File: src/rtl/pulse_pkg.sv
// ---------------------------------------------------------------------------
// pulse_pkg
//   Shared definitions for the pulse conditioning front end.
//   - state_e          : debouncer FSM states
//   - EDGE_* constants : encodings of the edge select input
//   - is_high_level()  : maps an FSM state to its debounced output level
// ---------------------------------------------------------------------------
package pulse_pkg;

  typedef enum logic [1:0] {
    ST_LOW       = 2'd0,
    ST_RISE_QUAL = 2'd1,
    ST_HIGH      = 2'd2,
    ST_FALL_QUAL = 2'd3
  } state_e;

  localparam logic [1:0] EDGE_NONE = 2'b00;
  localparam logic [1:0] EDGE_RISE = 2'b01;
  localparam logic [1:0] EDGE_FALL = 2'b10;
  localparam logic [1:0] EDGE_BOTH = 2'b11;

  // While a falling edge is still being qualified the accepted level is
  // still high, so FALL_QUAL reports high and RISE_QUAL reports low.
  function automatic logic is_high_level(input state_e s);
    return (s == ST_HIGH) || (s == ST_FALL_QUAL);
  endfunction

endpackage

File: src/rtl/sync_chain.sv
// ---------------------------------------------------------------------------
// sync_chain
//   Multi-flop synchroniser for a single asynchronous input bit.
//   Parameters:
//     STAGES  number of flops in the chain, legal range 2..4
//   Ports:
//     clk_i   destination clock
//     rst_i   asynchronous active-high reset, clears the whole chain
//     d_i     asynchronous input
//     q_o     synchronised output (last flop of the chain)
// ---------------------------------------------------------------------------
module sync_chain #(
  parameter int STAGES = 2
) (
  input  logic clk_i,
  input  logic rst_i,
  input  logic d_i,
  output logic q_o
);

  if (STAGES < 2 || STAGES > 4) begin : g_bad_stages
    $error("sync_chain: STAGES must be in 2..4");
  end

  logic [STAGES-1:0] chain_q;

  // Plain shift register; bit 0 is the metastability-exposed flop.
  always_ff @(posedge clk_i or posedge rst_i) begin
    if (rst_i) begin
      chain_q <= '0;
    end else begin
      chain_q <= {chain_q[STAGES-2:0], d_i};
    end
  end

  assign q_o = chain_q[STAGES-1];

endmodule

File: src/rtl/pulse_conditioner.sv
// ---------------------------------------------------------------------------
// pulse_conditioner
//   Front end for the pulse counting path: synchronises a raw pulse pin,
//   rejects levels shorter than FILTER_CYCLES synced samples and emits one
//   single-cycle strobe per qualified selected edge.
//   Parameters:
//     SYNC_STAGES    synchroniser depth (2..4)
//     FILTER_CYCLES  stable synced samples needed to accept a level (>=2)
//     GLITCH_W       width of the rejected-transition counter
//   Ports:
//     clk_in          system clock
//     rst_in          asynchronous active-high reset
//     sig_in          raw pulse pin, asynchronous to clk_in
//     edge_sel_in     [0] strobe on rise, [1] strobe on fall
//     glitch_clr_in   synchronous clear of glitch_cnt_out
//     pulse_out       one-cycle strobe per qualified selected edge
//     level_out       debounced level
//     glitch_cnt_out  saturating count of rejected transitions
// ---------------------------------------------------------------------------
module pulse_conditioner
  import pulse_pkg::*;
#(
  parameter int SYNC_STAGES   = 2,
  parameter int FILTER_CYCLES = 100,
  parameter int GLITCH_W      = 8
) (
  input  logic                clk_in,
  input  logic                rst_in,
  input  logic                sig_in,
  input  logic [1:0]          edge_sel_in,
  input  logic                glitch_clr_in,
  output logic                pulse_out,
  output logic                level_out,
  output logic [GLITCH_W-1:0] glitch_cnt_out
);

  if (FILTER_CYCLES < 2) begin : g_bad_filter
    $error("pulse_conditioner: FILTER_CYCLES must be >= 2");
  end

  localparam int QW = $clog2(FILTER_CYCLES);
  localparam logic [QW-1:0] QUAL_LAST = QW'(FILTER_CYCLES - 1);
  localparam logic [QW-1:0] QUAL_ONE  = QW'(1);

  logic sync;

  state_e              state_q, state_d;
  logic [QW-1:0]       qual_cnt_q, qual_cnt_d;
  logic                pulse_q, pulse_d;
  logic                level_q, level_d;
  logic [GLITCH_W-1:0] glitch_q, glitch_d;

  logic glitch_inc;
  logic rise_acc;
  logic fall_acc;

  sync_chain #(
    .STAGES (SYNC_STAGES)
  ) u_sync (
    .clk_i (clk_in),
    .rst_i (rst_in),
    .d_i   (sig_in),
    .q_o   (sync)
  );

  // Entering a qualify state already counts the first differing sample,
  // so the counter starts at 1 and acceptance happens on the sample where
  // it already holds FILTER_CYCLES-1.
  always_comb begin
    state_d    = state_q;
    qual_cnt_d = qual_cnt_q;
    glitch_inc = 1'b0;
    rise_acc   = 1'b0;
    fall_acc   = 1'b0;
    case (state_q)
      ST_LOW: begin
        if (sync) begin
          state_d    = ST_RISE_QUAL;
          qual_cnt_d = QUAL_ONE;
        end
      end
      ST_RISE_QUAL: begin
        if (!sync) begin
          state_d    = ST_LOW;
          qual_cnt_d = '0;
          glitch_inc = 1'b1;
        end else if (qual_cnt_q == QUAL_LAST) begin
          state_d    = ST_HIGH;
          qual_cnt_d = '0;
          rise_acc   = 1'b1;
        end else begin
          qual_cnt_d = qual_cnt_q + QUAL_ONE;
        end
      end
      ST_HIGH: begin
        if (!sync) begin
          state_d    = ST_FALL_QUAL;
          qual_cnt_d = QUAL_ONE;
        end
      end
      ST_FALL_QUAL: begin
        if (sync) begin
          state_d    = ST_HIGH;
          qual_cnt_d = '0;
          glitch_inc = 1'b1;
        end else if (qual_cnt_q == QUAL_LAST) begin
          state_d    = ST_LOW;
          qual_cnt_d = '0;
          fall_acc   = 1'b1;
        end else begin
          qual_cnt_d = qual_cnt_q + QUAL_ONE;
        end
      end
      default: begin
        state_d    = ST_LOW;
        qual_cnt_d = '0;
      end
    endcase
  end

  // Edge select only gates the strobe on the accepting cycle; it never
  // influences the state machine itself. Returning to the stable state
  // after a glitch is not a qualified edge and gives no strobe.
  always_comb begin
    pulse_d = (rise_acc && ((edge_sel_in & EDGE_RISE) != EDGE_NONE)) ||
              (fall_acc && ((edge_sel_in & EDGE_FALL) != EDGE_NONE));
    level_d = is_high_level(state_d);
  end

  // Clear wins over a same-cycle increment; the count sticks at all-ones.
  always_comb begin
    glitch_d = glitch_q;
    if (glitch_clr_in) begin
      glitch_d = '0;
    end else if (glitch_inc && (glitch_q != '1)) begin
      glitch_d = glitch_q + 1'b1;
    end
  end

  always_ff @(posedge clk_in or posedge rst_in) begin
    if (rst_in) begin
      state_q    <= ST_LOW;
      qual_cnt_q <= '0;
      pulse_q    <= 1'b0;
      level_q    <= 1'b0;
      glitch_q   <= '0;
    end else begin
      state_q    <= state_d;
      qual_cnt_q <= qual_cnt_d;
      pulse_q    <= pulse_d;
      level_q    <= level_d;
      glitch_q   <= glitch_d;
    end
  end

  assign pulse_out      = pulse_q;
  assign level_out      = level_q;
  assign glitch_cnt_out = glitch_q;

endmodule

File: config.mk
export PLATFORM = sky130hd
export DESIGN_NAME = pulse_conditioner
export DESIGN_NICKNAME = d
export VERILOG_FILES = /design/src/rtl/pulse_pkg.sv /design/src/rtl/sync_chain.sv /design/src/rtl/pulse_conditioner.sv
export SDC_FILE = /design/constraint.sdc
export NUM_CORES = 1
export LEC_CHECK = 0
export BUFFER_PORTS_ARGS = -buffer_cell sky130_fd_sc_hd__buf_2
export CAP_MARGIN = 25
export CORE_UTILIZATION = 50
export DETAILED_ROUTE_END_ITERATION = 7
export PLACE_DENSITY = 0.69
export SYNTH_ARGS = -nofsm -noshare
export SYNTH_HDL_FRONTEND = slang
export SYNTH_SLANG_ARGS = --single-unit
File: constraint.sdc
create_clock -name clk_in -period 3.18 [get_ports clk_in]
set_clock_uncertainty 0.05 [all_clocks]
set_input_delay 0.636 -clock clk_in [delete_from_list [all_inputs] [get_ports clk_in]]
set_output_delay 0.636 -clock clk_in [all_outputs]
set_load 0.05 [all_outputs]
Word level (Yosys, flattened, before mapping)
Index checks and enable logic that the tools add are counted.
{"block": "classes", "reduce_logical": 8, "muxes": 23, "addsub": 2, "eq_ne": 9}
{"op": "7-bit 2-to-1 mux", "n": 5}
{"op": "7-bit one-hot mux with 4 select lines", "n": 1}
{"op": "8-bit 2-to-1 mux", "n": 2}
{"op": "2-bit 2-to-1 mux", "n": 6}
{"op": "8-bit by 1-bit adder with 8-bit output (second input constant)", "n": 1}
{"op": "2-bit == test (second input constant)", "n": 4}
{"op": "8-bit != test (second input constant)", "n": 1}
{"op": "2-bit one-hot mux with 4 select lines", "n": 1}
{"op": "7-bit by 1-bit adder with 7-bit output (second input constant)", "n": 1}
{"op": "7-bit == test (second input constant)", "n": 1}
{"op": "1-bit 2-to-1 mux", "n": 7}
{"op": "1-bit logical AND", "n": 3}
{"op": "2-bit by 1-bit == test with 1-bit output (second input constant)", "n": 1}
{"op": "2-bit zero test", "n": 1}
{"op": "1-bit logical OR", "n": 2}
{"op": "2-bit by 1-bit != test with 1-bit output (second input constant)", "n": 1}
{"op": "2-bit != test (second input constant)", "n": 1}
{"op": "1-bit one-hot mux with 2 select lines", "n": 1}
{"op": "2-bit AND reduction", "n": 1}
{"op": "2-bit nonzero test", "n": 1}
{"block": "word_totals", "wordCells": 48, "ff_bits": 21}

Depth between registers and ports, before layout
Gate-level depths: netlist of the first run.
{"block": "logic_depth", "depth_word": 6, "depth_mapped": 6, "mapped_depth_nobuf": 5}

Cells and area by module
A second synthesis of the first run with hierarchy kept.
{"block": "unflattened", "cells_unflattened": 100, "area_unflattened_um2": 1048.5}
{"module": "pulse_conditioner", "instances": 1, "cells_per_inst": 97, "area_per_inst_um2": 994.7, "seq_area_each_um2": 475.5}
{"module": "sync_chain", "instances": 1, "cells_per_inst": 3, "area_per_inst_um2": 53.8, "seq_area_each_um2": 50.0}

Least setup slack after synthesis of the first run
Ideal clock, no wire load.
{"block": "synth_timing", "kind": "register to register", "start": "reg glitch_q[0] (netlist: glitch_cnt_out[0])", "end": "reg glitch_q[3] (netlist: glitch_cnt_out[3])", "setup_ps": 78, "path_slack_ps": 1329, "synth_period_minus_slack_ps": 1851, "stages_incl_launch_ff": 7, "required_ps": 3052, "arrival_time_ps": 1723, "path_cell_list": "dfrtp_1 > ha_1 > nand3_1 > o211ai_2 > buf_6 > or3_1 > a21oi_1"}
{"block": "synth_between", "elab_chain_cells": 3}
{"element": "start: declaration", "line": "pulse_conditioner.sv:51", "source": "logic [GLITCH_W-1:0] glitch_q, glitch_d;"}
{"element": "start signal: assignment", "line": "pulse_conditioner.sv:152", "source": "glitch_q <= glitch_d;"}
{"element": "8-bit by 1-bit adder with 8-bit output / 8-bit != test (equally long branches)", "line": "pulse_conditioner.sv:136, pulse_conditioner.sv:135"}
{"element": "8-bit 2-to-1 mux / 1-bit logical AND (equally long branches)", "line": "pulse_conditioner.sv:135", "source": "end else if (glitch_inc && (glitch_q != '1)) begin"}
{"element": "8-bit 2-to-1 mux / 2-bit nonzero test (equally long branches)"}
Several ways; a longest one is shown, not always the timed one. The select of a mux whose other input is x is not followed.
A chain may end at the register's enable or synchronous reset.

Worst setup path after layout of the first run
{"block": "layout_timing", "start": "reg u_sync.chain_q[1]", "end": "reg glitch_q[7] (netlist: glitch_cnt_out[7])"}
{"block": "layout_between", "elab_chain_cells": 4}
{"element": "start: declaration", "line": "sync_chain.sv:25", "source": "logic [STAGES-1:0] chain_q;"}
{"element": "start signal: assignment", "line": "sync_chain.sv:32", "source": "chain_q <= {chain_q[STAGES-2:0], d_i};"}
{"element": "1-bit 2-to-1 mux, on equally long branches", "line": "pulse_conditioner.sv:102, pulse_conditioner.sv:83"}
{"element": "1-bit one-hot mux with 2 select lines (*)", "line": "pulse_conditioner.sv:75", "source": "case (state_q)"}
{"element": "1-bit logical AND (*)", "line": "pulse_conditioner.sv:135"}
{"element": "2-bit nonzero test (no line) (*)"}
Mark *: on every way between the ends. The rest lies on a longest branch, timed or not.

==> summary.txt, run 1 <==
Run status
  • Result of the run: complete, no violations

Detailed routing
  • DR iter-0 viols: 1
  • DRT Pass-1 Iters: 4
  • Per-cell via count in the routed design: 5.54
  • Via count of the routed design: 748
  • Wire length reported by the detailed router: 1760 µm
  • Detail Route Antenna Nets: 0
  • Drc violations: 0
  • Detailed-route wire length per cell: 13.1 µm

Layout
  • Multi-input gate area in the final layout: 449 µm²
  • Finished layout cell area: 1120 µm²
  • Antenna Diode Count: 0
  • Layout Area Growth over Synthesis: 11.2%
  • Fill cell count: 175
  • Final net count: 119
  • Count of placed standard cells in the final layout, fillers left out: 135
  • Share of cells above drive strength 1: 19.1%
  • Sequential cell area: 526 µm²

STA
  • Final Hold Vio Count: 0
  • Share of the cycle needed by the critical path after routing: 57.5%
  • Clock period minus worst slack: 1830 ps
  • Final hold slack: 308 ps
  • Setup_tns: 0 ps
  • Final setup violation count: 0
  • Worst Max-Slew Pin Slew: 776 ps
  • Setup repair after global routing missed its margin: no
  • Final max-slew violation count: 0
  • Highest Clock Rate: 0.547 GHz
  • Worst rel slew slack: 48.2%

Global route
  • First-pass GRT wire length: 2760 µm
  • Maximum number of pins on one net before global-route repair: 22
  • Initial antenna violation count: 0
  • Global routing usage summed across all routing layers: 18.0%
  • Total congestion overflow after global routing: 0
  • Number of global-route vias before repair: 616

CTS
  • Clock root buffer: clkbuf_4
  • Worst skew pair latency: 300 ps
  • Count of hold buffers inserted by post-cts repair: 0
  • Total of cells resized after clock tree synthesis: 0
  • Clock sink count: 21
  • Maximum buffer depth of the clock tree: 2
  • Clock tree from TritonCTS: built
  • # Post-CTS Setup Buffers: 0
  • Level count of the clock H-tree: 1
  • Clock transition at the registers of the reported paths: 120 ps
  • Number of buffers created by CTS: 3

Floorplanning
  • Standard-cell row count: 15
  • Core area: 1800 µm²
  • Initial core utilization: 55.8%
  • DIE HEIGHT: 46.9 µm
  • Boundary pin count: 16
  • Die area: 2200 µm²
  • DIE WIDTH: 46.9 µm

Hold path
  • Tightest Hold Check Type: reg -> reg
  • Beginning of the worst hold path: u_sync.chain_q[0]
  • Number of cells on the worst hold path: 0
  • End point of the worst hold path: u_sync.chain_q[1]

Critical path
  • Crit path max fanout: 14
  • Family with the most delay on the worst path: simple AND/OR/NAND/NOR gates
  • Buffers & Inverters on Critical Path: 0
  • Maximum cell stage delay along the critical path: 530 ps
  • Worst Path Class, Setup: reg -> reg
  • Reg2Reg Depth: 4
  • Reg-to-reg setup timing slack: 1350 ps
  • Critical Path Slowest Stage Cell: or4_1
  • Crit path capture type: flop
  • Cell Chain, Critical Path: xnor2_1, o211ai_2, or4_1, a21oi_1
  • R2R Path Start: u_sync.chain_q[1]
  • Crit path DAT: 2010 ps
  • Type of origin of the critical path: flop
  • Endpoint of the lowest-slack register-to-register path: glitch_cnt_out[7]
  • Critical Path RT: 3360 ps

Logic synthesis
  • Main area contributors after synthesis: dfrtp_1, a21oi_1, or3_1, nand3_1, o21ai_0
  • Post-synthesis instance area: 1010 µm²
  • Most frequent cells after synthesis: dfrtp_1, a21oi_1, nand3_1, nor2_1, o21ai_0
  • Ys async rst share: 100%
  • Number of distinct library cell variants in the gate-level netlist after synthesis: 32
  • Syn Inst Count: 94
  • Post-synthesis net count: 102
  • Sequential cell area fraction in the yosys report: 52.2%
  • Synth top area share: 52.2%
  • Cell with the most instances after synthesis: dfrtp_1
  • Post-synthesis sequential element count: 21
  • Library cell occupying the most area in the post-synthesis netlist: dfrtp_1
  • Total of warnings raised by yosys: 0
  • Count of flip-flops with a built-in enable after synthesis: 0
  • Top flip-flop cell by instance count after synthesis: dfrtp_1
  • Avg Cell Area, Syn: 10.7 µm²

Placed design
  • Input/output buffers: 15
  • Placed cell count: 131
  • Half-perimeter wire length after placement: 1270 µm
  • Placer Congestion: 0.806
  • Placed cell areas: 1090 µm²

Power and ir drop
  • Static Leak: 0.501 nW
  • Max VDD drop: 243 µV
  • Power density over the cells: 405 nW/µm²

Run
  • Maximum Capacitance Violations: 0
cell families (layout without fill, tap and decap cells):
group	Yosys count	in the layout	synth area share, %
xor gates and xnor gates	6	6	5.97
DFF	21	21	52.2
AOI/OAI and AO/OA	26	26	16.3
and+or+nand+nor	30	30	16.7
muxes	3	3	3.23
adders and majority gates	2	2	2.49
buffers and inverters	6	22	3.11
per-stage QoR:
step	total power, mW	worst slack [ps]	utilization, %
3_3_place_gp	0.331	1440	60.6
4_1_cts	0.460	1340	62.1
3_5_place_dp	0.332	1370	60.6
5_1_grt	0.471	1170	62.1
6_report	0.453	1350	62.1
2_1_floorplan	0.321	1330	-
final cells by class:
type | count | share of cell area, %
Clock buffer | 4 | 2.35
Tap cell | 25 | 2.80
Inverter | 3 | 1.01
Sequential cell | 21 | 47.0
Multi-Input combinational cell | 67 | 40.2
Timing Repair Buffer | 15 | 6.71
routing by layer:
metal / vias up / GRT usage, % / wire, µm
li1: 379 / - / -
met1: 351 / 27.3 / 870
met2: 16 / 25.6 / 810
met3: 2 / 2.31 / 72
met4: 0 / 8.57 / 10
met5: - / 0 / 0
state kept, by name, indices dropped and copies added (netlist names):
name / count
pulse_out: 1
glitch_cnt_out: 8
state_q: 2
qual_cnt_q: 7
level_out: 1
u_sync.chain_q: 2
worst register-to-register path: stages, from the launching register on:
cell and delay (ps):
dfrtp_1 480, xnor2_1 270, o211ai_2 280, or4_1 540, a21oi_1 150
how the worst max path moves through the flow:
stage                                 start                end  slack [ps]  cells after the start
after global routing      u_sync.chain_q[1]  glitch_cnt_out[7]        1170                      4
after CTS                 u_sync.chain_q[1]  glitch_cnt_out[5]        1340                      4
after floorplan           glitch_cnt_out[0]  glitch_cnt_out[3]        1330                      6
final                     u_sync.chain_q[1]  glitch_cnt_out[7]        1350                      4
after global placement    glitch_cnt_out[0]  glitch_cnt_out[5]        1440                      5
after detailed placement  u_sync.chain_q[1]  glitch_cnt_out[5]        1370                      4
report_power, final:
| part | internal [mW] | switching [mW] | leakage (nW) |
|---|---|---|---|
| Clock | 0.0488 | 0.0776 | 0.0150 |
| Sequential | 0.275 | 0.0109 | 0.282 |
| Combinational | 0.0139 | 0.0266 | 0.203 |
layout by cell type (no fill, tap or decap), drive strengths merged:
master	Yosys	routed
o21a	1	1
nand4	1	1
a22o	1	1
a21oi	10	10
and3	1	1
nand3b	2	2
o211ai	1	1
o311a	1	1
mux2	2	2
buf	3	15
nand2	3	3
o2111ai	2	2
or3	5	5
inv	2	2
clkinv	1	1
xor2	4	4
nand3	6	6
nand4bb	1	1
xnor2	2	2
nor2	7	7
mux2i	1	1
clkbuf	0	4
or4	3	3
o31ai	3	3
nor3	1	1
ha	2	2
o21ai	7	7
dfrtp	21	21
No activity file was read; power rests on OpenSTA's default activity.
==> inputs of run 2 (changes only) <==
Settings changed: ABC_AREA set to 1, CORE_ASPECT_RATIO set to 0.6, PLACE_DENSITY 0.69 to 0.68.
Clock period 3.18 ns to 1.87 ns, I/O delays scaled along.
==> run 2 against run 1 <==
Effect of this change: flip-flop and latch count unchanged; non-clock buffer count is 1 higher; clock power up 130%; cell count rose by 52%; global-route usage increased by 1.2 points; core utilization is 0.89 points lower; clock-buffer cell count did not move.
==> summary.txt, run 2 <==
Detailed routing
  • Via count of the routed design: 1036
  • Drc violations: 0
  • Detailed-route wire length per cell: 10.7 µm
  • DRT Pass-1 Iters: 4
  • Detail Route Antenna Nets: 0
  • DR iter-0 viols: 60
  • Per-cell via count in the routed design: 5.05
  • Wire length reported by the detailed router: 2200 µm

Global route
  • First-pass GRT wire length: 3460 µm
  • Total congestion overflow after global routing: 0
  • Global routing usage summed across all routing layers: 19.2%
  • Number of global-route vias before repair: 742
  • Met2 capacity usage during global routing: 25.0%
  • Highest-utilization routing layer at the global route stage: met1
  • Maximum number of pins on one net before global-route repair: 22
  • Met1 Usage GRT: 29.3%
  • Global routing usage on met3: 6.10%
  • Initial antenna violation count: 0

Floorplanning
  • DIE WIDTH: 64.7 µm
  • Die area: 2560 µm²
  • Boundary pin count: 16
  • Standard-cell row count: 13
  • DIE HEIGHT: 39.6 µm
  • Core area: 2200 µm²
  • Initial core utilization: 53.7%

Logic synthesis
  • Main area contributors after synthesis: dfrtp_1, nand2_1, nand3_1, nor2_1, inv_1
  • Ys async rst share: 100%
  • Synth top area share: 44.6%
  • Compound-cell area share of the yosys netlist: 5.84%
  • Cell with the most instances after synthesis: nand2_1
  • Syn Inst Count: 155
  • Library cell occupying the most area in the post-synthesis netlist: dfrtp_1
  • Post-synthesis share of cell area spent on xor and xnor gates: 0%
  • Combinational family with the most area after synthesis: simple AND/OR/NAND/NOR gates
  • Total of warnings raised by yosys: 0
  • Top flip-flop cell by instance count after synthesis: dfrtp_1
  • Most frequent cells after synthesis: nand2_1, dfrtp_1, nor2_1
  • Number of distinct library cell variants in the gate-level netlist after synthesis: 22
  • Sequential cell area fraction in the yosys report: 44.6%
  • Avg Cell Area, Syn: 7.60 µm²
  • Post-synthesis instance area: 1180 µm²
  • Post-Synth Adder-Cell Area: 2.12%
  • Post-synthesis net count: 163
  • Post-synthesis sequential element count: 21
  • Fraction of synthesized area in multiplexers: 0%
  • Area share of and/or/nand/nor cells after synthesis: 39.6%
  • Count of flip-flops with a built-in enable after synthesis: 0

Power and ir drop
  • Total power consumption of the routed design: 0.862 mW
  • Internal power of the cells: 0.648 mW
  • Comb pwr share: 10.6%
  • Seq pwr share: 56.0%
  • Power density over the cells: 641 nW/µm²
  • Max VDD drop: 462 µV
  • Static Leak: 0.704 nW
  • Clock power frac: 33.5%
  • Switching power: 0.214 mW
  • Net switching fraction of the power: 24.8%

Placed design
  • Post-placement worst setup slack: 453 ps
  • Half-perimeter wire length after placement: 1690 µm
  • Placed cell count: 201
  • Placer Congestion: 0.867
  • Input/output buffers: 15

STA
  • Highest Clock Rate: 0.684 GHz
  • Clock period minus worst slack: 1460 ps
  • Final setup violation count: 0
  • Final max-slew violation count: 0
  • Setup_tns: 0 ps
  • Post-route setup slack: 408 ps
  • Final Hold Vio Count: 0
  • Worst Max-Slew Pin Slew: 279 ps
  • Setup repair after global routing missed its margin: no
  • Worst rel slew slack: 81.3%
  • Share of the cycle needed by the critical path after routing: 78.2%

CTS
  • Total of cells resized after clock tree synthesis: 0
  • Level count of the clock H-tree: 1
  • Worst skew pair latency: 260 ps
  • # Post-CTS Setup Buffers: 0
  • Number of buffers created by CTS: 3
  • Maximum buffer depth of the clock tree: 2
  • Count of hold buffers inserted by post-cts repair: 0
  • Clock sink count: 21
  • Clock root buffer: clkbuf_8
  • Clock transition at the registers of the reported paths: 70 ps
  • Clock tree from TritonCTS: built

Layout
  • Antenna Diode Count: 0
  • Layout Area Growth over Synthesis: 14.0%
  • Highest-count cells in the layout ignoring fill and taps: nand2_1, dfrtp_1, nor2_1, inv_1
  • Final core utilization: 61.2%
  • Count of placed standard cells in the final layout, fillers left out: 205
  • Max reg flops: 8
  • Fill cell count: 205
  • Final net count: 184
  • Share of cells above drive strength 1: 24.0%
  • Most common cell after layout, fill and taps aside: nand2_1

Critical path
  • Maximum cell stage delay along the critical path: 470 ps
  • Crit path capture type: primary output
  • Type of origin of the critical path: flop
  • CP startpoint: glitch_cnt_out[5]
  • R2R Path Start: glitch_cnt_out[0]
  • Crit path max fanout: 7
  • Worst Path Class, Setup: reg -> out
  • Critical Path Slowest Stage Cell: dfrtp_1
  • Crit path DAT: 1040 ps
  • Family with the most delay on the worst path: flip-flops
  • Cell Chain, Critical Path: buf_2
  • Critical Path RT: 1450 ps
  • Buffers & Inverters on Critical Path: 1

Run status
  • Result of the run: complete, no violations

Hold path
  • Tightest Hold Check Type: in -> async

Run
  • Maximum Capacitance Violations: 0
[run 2: cell types whose count changed in the layout (fill, tap and decap cells not counted), sizes merged, moves of 7 or more]
cell,delta
nand2,+44
inv,+21
nor2,+12
nand3,+13
nand4,+8
a21oi,-7
[run 2: per-layer routing]
metal | routed length (µm) | part of all wire (%)
met5 | 0 | 0
met4 | 13 | 0.59
met3 | 219 | 9.9
met2 | 827 | 38
met1 | 1140 | 52
[run 2: cell families after synthesis]
| logic type | Yosys count |
|---|---|
| flip-flops | 21 |
| AND/OR/NAND/NOR | 97 |
| adder cells (fa/ha/maj) | 2 |
| buffers and inverters | 24 |
| AO/OA/AOI/OAI | 11 |
[run 2: cell type report]
cell class	count	area, µm²	area share, %
Tap cell	30	37.5	2.79
Sequential cell	21	526	39.1
Timing Repair Buffer	16	82.6	6.15
Multi-Input combinational cell	110	561	41.7
Clock buffer	4	45.0	3.35
Inverter	24	92.6	6.89
[run 2: power groups by stage]
stage | Combinational, mW | Sequential (mW) | Clock [mW]
2_1_floorplan | 0.0604 | 0.497 | 0
3_3_place_gp | 0.0912 | 0.490 | 0
3_5_place_dp | 0.0918 | 0.491 | 0
4_1_cts | 0.0923 | 0.482 | 0.305
5_1_grt | 0.103 | 0.484 | 0.316
6_report | 0.0912 | 0.482 | 0.288
[run 2: stage by stage]
stage                     hold slack, ps  instance area (µm²)
after floorplan                      281                 1180
after global routing                 118                 1340
final                               80.9                 1340
after CTS                           88.3                 1340
after global placement               285                 1300
after detailed placement             290                 1300
[run 2: final timing paths]
| check | end | slack (ps) | cells after the start |
|---|---|---|---|
| worst max-delay path | glitch_cnt_out[5] | 410 | 1 |
| worst min-delay path | qual_cnt_q[4] | 80 | 3 |
| worst max register to register | glitch_cnt_out[3] | 420 | 9 |
| worst min register to register | u_sync.chain_q[1] | 300 | 0 |
| max in group asynchronous | glitch_cnt_out[3] | 1470 | 3 |
| min in group clk_in | u_sync.chain_q[0] | 170 | 1 |
[run 2: tightest hold or removal path, cell delays in order]
cell   delay, ps
buf_2         90
inv_1         40
buf_4        270
